`config.mk`:
```
export PLATFORM = sky130hd
export DESIGN_NAME = rio_link_rx_ctrl_nb
export DESIGN_NICKNAME = d
export VERILOG_FILES = /design/src/rtl/rio_link_pkg.sv /design/src/rtl/rio_link_rx_init_timer.sv /design/src/rtl/rio_link_rx_ctrl_nb.sv
export SDC_FILE = /design/constraint.sdc
export NUM_CORES = 1
export LEC_CHECK = 0
export ABC_AREA = 1
export CAP_MARGIN = 20
export CORE_UTILIZATION = 52
export DETAILED_ROUTE_END_ITERATION = 7
export MAX_ROUTING_LAYER = met4
export PLACE_DENSITY = 0.79
export SYNTH_ARGS = -nofsm -noshare
export SYNTH_HDL_FRONTEND = slang
export SYNTH_SLANG_ARGS = --single-unit
```
`constraint.sdc`:
```
create_clock -name clk -period 2.6 [get_ports clk]
set_clock_uncertainty 0.1 [all_clocks]
set_input_delay 0.26 -clock clk [delete_from_list [all_inputs] [get_ports clk]]
set_output_delay 0.26 -clock clk [all_outputs]
set_load 0.01 [all_outputs]
```
`src/rtl/rio_link_pkg.sv`:
```
// Shared constants for the N-byte RocketIO link receive controller:
// K-character codes and the one-hot receive state encoding.
package rio_link_pkg;

    localparam logic [7:0] K_SYN = 8'hF7;
    localparam logic [7:0] K_SOP = 8'hFD;
    localparam logic [7:0] K_EOP = 8'hFE;

    localparam int unsigned ST_W = 7;

    typedef enum logic [ST_W-1:0] {
        ST_INIT  = 7'b000_0001,
        ST_SYNC  = 7'b000_0010,
        ST_IDLE  = 7'b000_0100,
        ST_START = 7'b000_1000,
        ST_SOP   = 7'b001_0000,
        ST_DATA  = 7'b010_0000,
        ST_ERROR = 7'b100_0000
    } rx_state_t;

    // States in which the link counts as up
    function automatic logic state_is_up(input rx_state_t s);
        return (s == ST_IDLE) || (s == ST_START) || (s == ST_SOP) || (s == ST_DATA);
    endfunction

endpackage

```
`src/rtl/rio_link_rx_init_timer.sv`:
```
// Link stability timer: counts up while enabled, done once bit CNT_BIT is set.
// Saturates at done so a long INIT stay never wraps back to not-done.
module rio_link_rx_init_timer #(
    parameter int unsigned CNT_BIT = 12
) (
    input  logic clk,
    input  logic rst_n,
    input  logic i_inc,
    input  logic i_clr,
    output logic o_done
);

    localparam int unsigned CNT_W = CNT_BIT + 1;

    logic [CNT_W-1:0] r_cnt;

    always_ff @(posedge clk) begin
        if (!rst_n) begin
            r_cnt <= '0;
        end else if (i_clr) begin
            r_cnt <= '0;
        end else if (i_inc && !r_cnt[CNT_BIT]) begin
            r_cnt <= r_cnt + CNT_W'(1);
        end
    end

    assign o_done = r_cnt[CNT_BIT];

endmodule

```
`src/rtl/rio_link_rx_ctrl_nb.sv`:
```
// N-byte RocketIO link receive controller: bring-up, SOP/EOP framing, credits, error stats.
// Optional RIO_RX_AUTO_RESYNC_EN: leave ERROR after RESYNC_HOLD quiet cycles and re-init.
module rio_link_rx_ctrl_nb
    import rio_link_pkg::*;
#(
    parameter int unsigned BYTES         = 2,
    parameter int unsigned CREDIT_WIDTH  = 16,
    parameter int unsigned INIT_CNT_BIT  = 12,
    parameter int unsigned MAX_PKT_WORDS = 256,
    parameter int unsigned ERR_CNT_WIDTH = 8,
    parameter int unsigned RESYNC_HOLD   = 64
) (
    input  logic                     clk,
    input  logic                     rst_n,
    input  logic                     i_link_error,
    input  logic [8*BYTES-1:0]       i_rio_rx_data,
    input  logic [BYTES-1:0]         i_rio_rx_isk,
    output logic                     o_link_up,
    output logic                     o_link_sync,
    output logic                     o_link_err,
    output logic [ERR_CNT_WIDTH-1:0] o_err_cnt,
    output logic [CREDIT_WIDTH-1:0]  o_ds_credit,
    output logic                     o_ds_credit_valid,
    output logic                     o_rx_valid,
    output logic                     o_rx_sop,
    output logic                     o_rx_eop,
    output logic                     o_rx_abort,
    output logic [8*BYTES-1:0]       o_rx_data
);

    localparam int unsigned DATA_WIDTH = 8 * BYTES;
    localparam int unsigned WCNT_W     = $clog2(MAX_PKT_WORDS + 1);

    if ((BYTES != 2) && (BYTES != 4)) begin : g_bad_bytes
        $error("BYTES must be 2 or 4");
    end
    if (CREDIT_WIDTH > DATA_WIDTH) begin : g_bad_credit
        $error("CREDIT_WIDTH exceeds the data width");
    end
    if (RESYNC_HOLD == 0) begin : g_bad_hold
        $error("RESYNC_HOLD must be at least 1");
    end

    rx_state_t               r_state;
    rx_state_t               w_next_state;
    logic [DATA_WIDTH-1:0]   r_data_q;
    logic [BYTES-1:0]        r_isk_q;
    logic [WCNT_W-1:0]       r_word_cnt;
    logic                    w_is_syn, w_is_sop, w_is_eop, w_word_last;
    logic                    w_init_done, w_init_inc, w_init_clr, w_resync;

    logic                    r_link_up, r_link_err, r_credit_valid;
    logic                    r_rx_valid, r_rx_sop, r_rx_eop, r_rx_abort;
    logic [ERR_CNT_WIDTH-1:0] r_err_cnt;
    logic [CREDIT_WIDTH-1:0] r_ds_credit;
    logic [DATA_WIDTH-1:0]   r_rx_data;
    logic                    w_link_up, w_link_err, w_err_entry, w_in_pkt, w_credit_valid;
    logic                    w_rx_valid, w_rx_sop, w_rx_eop, w_rx_abort;

    // Framing decisions are made on the registered word so flags line up with o_rx_data
    assign w_is_syn    = r_isk_q[BYTES-1] && (r_data_q[DATA_WIDTH-1 -: 8] == K_SYN);
    assign w_is_sop    = r_isk_q[BYTES-1] && (r_data_q[DATA_WIDTH-1 -: 8] == K_SOP);
    assign w_is_eop    = r_isk_q[BYTES-1] && (r_data_q[DATA_WIDTH-1 -: 8] == K_EOP);
    assign w_word_last = (r_word_cnt + WCNT_W'(1)) == WCNT_W'(MAX_PKT_WORDS);

    assign w_init_inc = (r_state == ST_INIT) && !i_link_error;
    assign w_init_clr = (((r_state == ST_INIT) || (r_state == ST_SYNC)) && i_link_error) || w_resync;

    rio_link_rx_init_timer #(
        .CNT_BIT (INIT_CNT_BIT)
    ) u_init_timer (
        .clk    (clk),
        .rst_n  (rst_n),
        .i_inc  (w_init_inc),
        .i_clr  (w_init_clr),
        .o_done (w_init_done)
    );

`ifdef RIO_RX_AUTO_RESYNC_EN
    localparam int unsigned HOLD_W = $clog2(RESYNC_HOLD + 1);

    logic [HOLD_W-1:0] r_hold_cnt;

    assign w_resync = (r_state == ST_ERROR) && !i_link_error
                      && (r_hold_cnt == HOLD_W'(RESYNC_HOLD - 1));

    // Any link error while holding restarts the quiet period
    always_ff @(posedge clk) begin
        if (!rst_n || (r_state != ST_ERROR) || i_link_error) begin
            r_hold_cnt <= '0;
        end else if (!w_resync) begin
            r_hold_cnt <= r_hold_cnt + HOLD_W'(1);
        end
    end
`else
    assign w_resync = 1'b0;
`endif

    always_ff @(posedge clk) begin
        if (!rst_n) begin
            r_state <= ST_INIT;
        end else begin
            r_state <= w_next_state;
        end
    end

    always_comb begin
        w_next_state = r_state;
        if (r_link_up && i_link_error) begin
            w_next_state = ST_ERROR;
        end else begin
            case (r_state)
                ST_INIT:  if (w_init_done && !i_link_error) w_next_state = ST_SYNC;
                ST_SYNC: begin
                    if (i_link_error)  w_next_state = ST_INIT;
                    else if (w_is_syn) w_next_state = ST_IDLE;
                end
                ST_IDLE:  if (w_is_sop) w_next_state = ST_START;
                ST_START: w_next_state = ST_SOP;
                ST_SOP:   w_next_state = w_is_eop ? ST_IDLE : ST_DATA;
                ST_DATA: begin
                    if (w_is_eop)         w_next_state = ST_IDLE;
                    else if (w_is_sop)    w_next_state = ST_ERROR;
                    else if (w_word_last) w_next_state = ST_ERROR;
                end
                ST_ERROR: if (w_resync) w_next_state = ST_INIT;
                default:  w_next_state = ST_INIT;
            endcase
        end
    end

    // Next values of the registered outputs; a packet word that trips ERROR becomes an abort
    always_comb begin
        w_link_up      = state_is_up(w_next_state);
        w_link_err     = (w_next_state == ST_ERROR);
        w_err_entry    = w_link_err && (r_state != ST_ERROR);
        w_in_pkt       = (r_state == ST_SOP) || (r_state == ST_DATA);
        w_rx_valid     = w_in_pkt && !w_err_entry;
        w_rx_sop       = (r_state == ST_SOP) && !w_err_entry;
        w_rx_eop       = w_in_pkt && w_is_eop && !w_err_entry;
        w_rx_abort     = w_in_pkt && w_err_entry;
        w_credit_valid = (r_state == ST_IDLE) && (r_isk_q == '0);
    end

    always_ff @(posedge clk) begin
        if (!rst_n) begin
            r_data_q       <= '0;
            r_isk_q        <= '0;
            r_word_cnt     <= '0;
            r_link_up      <= 1'b0;
            r_link_err     <= 1'b0;
            r_credit_valid <= 1'b0;
            r_ds_credit    <= '0;
            r_rx_valid     <= 1'b0;
            r_rx_sop       <= 1'b0;
            r_rx_eop       <= 1'b0;
            r_rx_abort     <= 1'b0;
            r_rx_data      <= '0;
            r_err_cnt      <= '0;
        end else begin
            r_data_q       <= i_rio_rx_data;
            r_isk_q        <= i_rio_rx_isk;
            r_link_up      <= w_link_up;
            r_link_err     <= w_link_err;
            r_credit_valid <= w_credit_valid;
            r_rx_valid     <= w_rx_valid;
            r_rx_sop       <= w_rx_sop;
            r_rx_eop       <= w_rx_eop;
            r_rx_abort     <= w_rx_abort;
            r_rx_data      <= r_data_q;
            if (r_state == ST_START) begin
                r_word_cnt <= '0;
            end else if (w_in_pkt) begin
                r_word_cnt <= r_word_cnt + WCNT_W'(1);
            end
            if (w_credit_valid) begin
                r_ds_credit <= r_data_q[CREDIT_WIDTH-1:0];
            end
            if (w_err_entry && (r_err_cnt != '1)) begin
                r_err_cnt <= r_err_cnt + ERR_CNT_WIDTH'(1);
            end
        end
    end

    assign o_link_up         = r_link_up;
    assign o_link_sync       = (r_state == ST_SYNC);
    assign o_link_err        = r_link_err;
    assign o_err_cnt         = r_err_cnt;
    assign o_ds_credit       = r_ds_credit;
    assign o_ds_credit_valid = r_credit_valid;
    assign o_rx_valid        = r_rx_valid;
    assign o_rx_sop          = r_rx_sop;
    assign o_rx_eop          = r_rx_eop;
    assign o_rx_abort        = r_rx_abort;
    assign o_rx_data         = r_rx_data;

endmodule
```
==> results.md, run 1 <==
- IO Count: 69
- Fmax: 446 MHz
- Number of max-cap violations: 0
- Synth Flop Type: dfxtp_1
- Die height: 87.4 µm
- Worst-Skew Late Latency: 0.36 ns
- HP Class: in2reg
- Yosys cell types: 32
- Nets@finish: 599
- RSZ-0062 raised after global routing: no
- Gr usage total: 23.8%
- Chip width: 87.4 µm
- Area Overhead vs Synth: 25.8%
- Setup TNS: 0 ns
- Syn Area/Cell: 7.53 µm²
- Final Instance Area: 0.00478 mm²
- YS warnings: 0
- Root Buffer: clkbuf_8
- Post-CTS sizing: 0
- Rel. slew slack: 59.3%
- Met1 wire length: 3580 µm
- Final slew viol count: 0
- Synth Instances: 504
- Cts hold-fix bufs: 0
- First-pass GRT wire length: 13,600 µm
- Most frequent cell after synthesis: nand2_1
- Clock sinks: 94
- Worst-path maximum fanout: 11
- Buffers on Ports: 68
- Share of cells above drive strength 1: 8.79%
- Ranking of synthesized cells by area: dfxtp_1 50%, nand2_1 10%, inv_1 7.6%
- Synthesized area: 0.00380 mm²
- Seq/Total Area, Yosys: 49.6%
- Detailed placer's ending HPWL: 5820 µm
- Grt ovf: 0
- Final min period: 2.24 ns
- Starting DRT DRC Count: 139
- Worst slew pin tran: 0.605 ns
- Cell Rows: 30
- Die Footprint: 0.00765 mm²
- CTS Buf Count: 9
- Yosys top cell area share: 49.6%
- Post-synthesis async set-or-reset flop share: 0%
- Synth area leader: dfxtp_1
- WL met2: 3950 µm
- #FFs+latches synth: 94
- Vias in the first global route: 3,077
- Final setup viols: 0
- Hold slack: 0.154 ns
- CP required: 2.75 ns
- Wire per inst: 12.0 µm
- GP Congestion: 0.891
- Post-synth EDFFs: 0
- Worst-path clk slew: 0.09 ns
- Htree depth: 3
- Power Density: 541 mW/mm²
- Antenna viol nets, final: 0
- Arr. time, crit path: 2.39 ns
- Pre-Repair DR Iteration Count: 4
- Status: completed
- Final wirelength: 8080 µm
- Mapped Nets: 528
- CP Class: reg2reg
- Largest net degree at the start of global routing: 56
- Routed length on met3: 455 µm
- CTS tree: yes
- Tcrit/Tclk final: 86.2%
- Final hold violation count: 0
- Uppermost layer routed: met4
- Area after DPL: 0.00457 mm²
- DRC errors left: 0
- Worst vdd ir: 0.352 mV
- Via/cell ratio: 4.92
- Fin util: 69.2%
- Setup Fix Bufs, Post-CTS: 0
- Leakage power: 2.12 nW
- Inserted Diodes: 0
- Initial Utilization: 55.0%
- CP Launch Type: flip-flop
- Vias post-DR: 3,328
- Commonest cells in the netlist: 103 x nand2_1, 94 x dfxtp_1, 77 x inv_1, 59 x nor2_1, 31 x nand3_1
- Worst setup EP type: flip-flop
- Initial antenna violation count: 0
- Core area: 0.00691 mm²
- Max Buffers Root-to-Sink: 2
==> kinds of logic after synthesis <==
| group | after synthesis | share of synthesized area (%) |
|---|---|---|
| xor+xnor | 7 | 1.62 |
| flops | 94 | 49.6 |
| compound gates | 68 | 9.62 |
| buf+inv | 93 | 9.39 |
| simple gates | 239 | 28.8 |
| fa+ha+maj | 3 | 0.989 |
==> final cells by class <==
class,instances,area [µm²]
well taps,96,120
inverters,81,304
multi-input cells,317,1560
fillers,588,2130
flip-flops and latches,94,1880
clock inverters,6,70.1
clock buffers,10,138
repair buffers,72,706
==> flip-flops by register name, indices dropped and copies added (netlist names), 2 cells and up <==
register and flops:
o_ds_credit 16, o_err_cnt 8, o_rx_data 16, r_data_q 16
r_isk_q 2, r_state 7, r_word_cnt 9, u_init_timer.r_cnt 13
==> worst max-delay path, stage by stage, from the launching register on <==
cell and delay (ns):
dfxtp_1 0.40, ha_1 0.23, nand2_1 0.10, nor2_2 0.11
nand2_1 0.06, nand2_1 0.07, nand2_2 0.06, nor2_2 0.09
nand3_2 0.11, nand2_2 0.07, nand2_2 0.06, a21oi_2 0.41
inv_1 0.11, nand2_1 0.11, nor2_1 0.06
==> per-layer routing <==
layer | global-route usage (%) | vias up
met5 | - | -
met4 | 8.05 | 0
met3 | 6.92 | 7
met2 | 38.6 | 77
met1 | 28.4 | 1523
li1 | - | 1721
==> worst paths after layout <==
check / endpoint / from / slack (ns) / cells past startpoint
worst max-delay path: o_rx_valid / r_word_cnt[0] / 0.36 / 14
worst max register to register: o_rx_valid / r_word_cnt[0] / 0.36 / 14
worst min register to register: o_rx_data[1] / r_data_q[1] / 0.33 / 2
worst min-delay path: r_state[3] / rst_n / 0.15 / 3
==> cells in the final DEF, fill, tap and decap left out, drive strengths merged <==
cell / instances
nand2: 109
nand3b: 2
a31oi: 5
ha: 3
nor2: 69
inv: 82
clkinv: 4
o211ai: 2
nor3: 7
dfxtp: 94
or2: 5
a21oi: 28
nand3: 33
buf: 5
and2: 1
clkdlybuf4s50: 67
a211oi: 1
nand4: 9
bufinv: 1
nor4: 2
nor3b: 2
xor2: 7
clkbuf: 10
o21ai: 32
==> where the power goes <==
group / internal [mW] / total [mW] / switching [mW]
Sequential: 1.46 / 1.48 / 0.0148
Clock: 0.478 / 0.995 / 0.517
Combinational: 0.0567 / 0.111 / 0.0547
Total: 2.00 / 2.59 / 0.587
==> through the flow <==
| stage | cells | setup slack (ns) | total power, mW |
|---|---|---|---|
| after floorplan | 504 | 0.769 | 1.56 |
| after global placement | 660 | 0.490 | 1.62 |
| after detailed placement | 660 | 0.380 | 1.63 |
| after CTS | 676 | 0.371 | 2.61 |
| after global routing | 676 | 0.0815 | 2.69 |
| final | 676 | 0.359 | 2.59 |
No activity file was read; power rests on OpenSTA's default activity.
==> run 2, diff against run 1 <==
--- a/config.mk
+++ b/config.mk
@@ -11,6 +11,7 @@
 export DETAILED_ROUTE_END_ITERATION = 7
 export MAX_ROUTING_LAYER = met4
 export PLACE_DENSITY = 0.79
+export SLEW_MARGIN = 20
 export SYNTH_ARGS = -nofsm -noshare
 export SYNTH_HDL_FRONTEND = slang
 export SYNTH_SLANG_ARGS = --single-unit
==> results of run 2 <==
The final DEF is identical to that of run 1; final timing and power are the same.
==> run 3, diff against run 2 <==
--- a/config.mk
+++ b/config.mk
@@ -7,11 +7,10 @@
 export LEC_CHECK = 0
 export ABC_AREA = 1
 export CAP_MARGIN = 20
-export CORE_UTILIZATION = 52
+export CORE_UTILIZATION = 35
 export DETAILED_ROUTE_END_ITERATION = 7
 export MAX_ROUTING_LAYER = met4
-export PLACE_DENSITY = 0.79
-export SLEW_MARGIN = 20
+export PLACE_DENSITY = 0.54
 export SYNTH_ARGS = -nofsm -noshare
 export SYNTH_HDL_FRONTEND = slang
 export SYNTH_SLANG_ARGS = --single-unit
==> run 3 against run 2 <==
  * Final area is 0.50% higher
  * Power is 4.4% lower
  * Via count is 1.9% lower
  * Global-route usage is 7.4 points lower
  * Setup slack better by 0.016 ns
==> results.md, run 3 (synthesis gave the netlist of run 1 again) <==
- Status: completed
- Leakage power: 2.10 nW
- Setup TNS: 0 ns
- Tcrit/Tclk final: 85.6%
- Area occupied by multi-input gates: 0.00156 mm²
- GP Congestion: 0.795
- Cts hold-fix bufs: 0
- Hold path depth: 3
- Grt ovf: 0
- Power Density: 515 mW/mm²
- HP Class: in2reg
- Inst Count DP: 701
- Worst-Skew Late Latency: 0.36 ns
- IO Count: 69
- Fmax: 449 MHz
- Hold wc startpoint: rst_n
- Chip width: 106 µm
- Worst-path clk slew: 0.10 ns
- Die Footprint: 0.0113 mm²
- Final min period: 2.23 ns
- Htree depth: 3
- Wire per inst: 11.5 µm
- DRC errors left: 0
- Root Buffer: clkbuf_8
- Starting DRT DRC Count: 143
- Final hold violation count: 0
- CP Class: reg2reg
- Worst flop-to-flop path endpoint: o_rx_valid
- Via/cell ratio: 4.56
- Power Total: 2.47 mW
- Inserted Diodes: 0
- Initial Utilization: 36.4%
- Gr usage total: 16.4%
- Final slew viol count: 0
- Area after DPL: 0.00463 mm²
- Post-route insts no fill: 717
- Layout fillers: 1,064
- Cell Rows: 37
- Max Buffers Root-to-Sink: 2
- Arr. time, crit path: 2.37 ns
- Reg2Reg Setup Slack: 0.37 ns
- Detailed placer's ending HPWL: 5960 µm
- Area Overhead vs Synth: 26.5%
- Largest net degree at the start of global routing: 56
- Pre-Repair DR Iteration Count: 4
- Hold endpoint: r_state[2]
- Rel. slew slack: 50.5%
- Worst setup EP type: flip-flop
- RSZ-0062 raised after global routing: no
- CP required: 2.75 ns
- Post-Place Worst Slack: 0.381 ns
- CTS tree: yes
- CP startpoint: r_word_cnt[0]
- Commonest non-fill, non-tap cell in the layout: nand2_1
- Core area: 0.0104 mm²
- First-pass GRT wire length: 14,300 µm
- Clock sinks: 94
- Seq. cell area: 0.00188 mm²
- Worst vdd ir: 0.327 mV
- Vias post-DR: 3,266
- CTS Buf Count: 9
- Setup Fix Bufs, Post-CTS: 0
- Post-CTS sizing: 0
- Worst-path maximum fanout: 11
- Worst slew pin tran: 0.736 ns
- Antenna viol nets, final: 0
- Most frequent cells in the layout: 103 x nand2_1, 94 x dfxtp_1, 77 x inv_1, 67 x clkdlybuf4s50_1, 59 x nor2_1
- Initial antenna violation count: 0
- Final worst slack: 0.375 ns
- Vias in the first global route: 3,071
- Worst R2R Start: r_word_cnt[0]
- Nets@finish: 600
- Number of max-cap violations: 0
- Buffers on Ports: 68
- Reg2Reg Depth: 14
- Final setup viols: 0
- Final Instance Area: 0.00480 mm²
- Final wirelength: 8230 µm
- Share of cells above drive strength 1: 8.78%
- CP Launch Type: flip-flop
- Die height: 106 µm
## run 3: worst max-delay path, stage by stage (launching register included)
cell,delay [ns]
dfxtp_1,0.40
ha_1,0.23
nand2_1,0.09
nor2_2,0.11
nand2_1,0.06
nand2_1,0.06
nand2_2,0.06
nor2_2,0.08
nand3_2,0.11
nand2_2,0.07
nand2_2,0.06
a21oi_2,0.41
inv_1,0.11
nand2_1,0.11
nor2_1,0.05
## run 3: worst max path at each step
stage	endpoint	slack, ns	depth (start not counted)
final	o_rx_valid	0.37	14
after global routing	o_err_cnt[2]	0.05	13
after CTS	o_rx_valid	0.35	14
after detailed placement	o_rx_eop	0.38	14
after global placement	o_rx_valid	0.45	14
after floorplan	o_err_cnt[0]	0.77	15
## run 3: power breakdown
| part | internal, mW | leakage [nW] | total (mW) | switching, mW |
|---|---|---|---|---|
| Sequential | 1.46 | 0.765 | 1.48 | 0.0147 |
| Clock | 0.355 | 0.0833 | 0.883 | 0.528 |
| Combinational | 0.0567 | 1.25 | 0.110 | 0.0538 |
## run 3: cell type report
| type | count | area share, % |
|---|---|---|
| tap | 136 | 3.54 |
| timing repair buffer | 73 | 14.9 |
| sequential | 94 | 39.2 |
| multi-input combinational | 317 | 32.4 |
| clock inverter | 6 | 0.964 |
| clock buffer | 10 | 2.66 |
| inverter | 81 | 6.33 |
## run 3: per-stage QoR
stage                     hold WS [ns]  utilization [%]
after floorplan                  0.258                -
after global placement           0.314             44.4
final                            0.151             46.1
after global routing             0.175             46.1
after detailed placement         0.316             44.4
after CTS                        0.152             46.1
## run 3: metal layers
metal  global-route usage, %  vias up  wire, µm
met1                    20.4     1468      3940
met2                    25.4       63      3750
met4                    5.36        0        92
met3                    5.03        8       443
met5                       -        -         0
li1                        -     1727         -
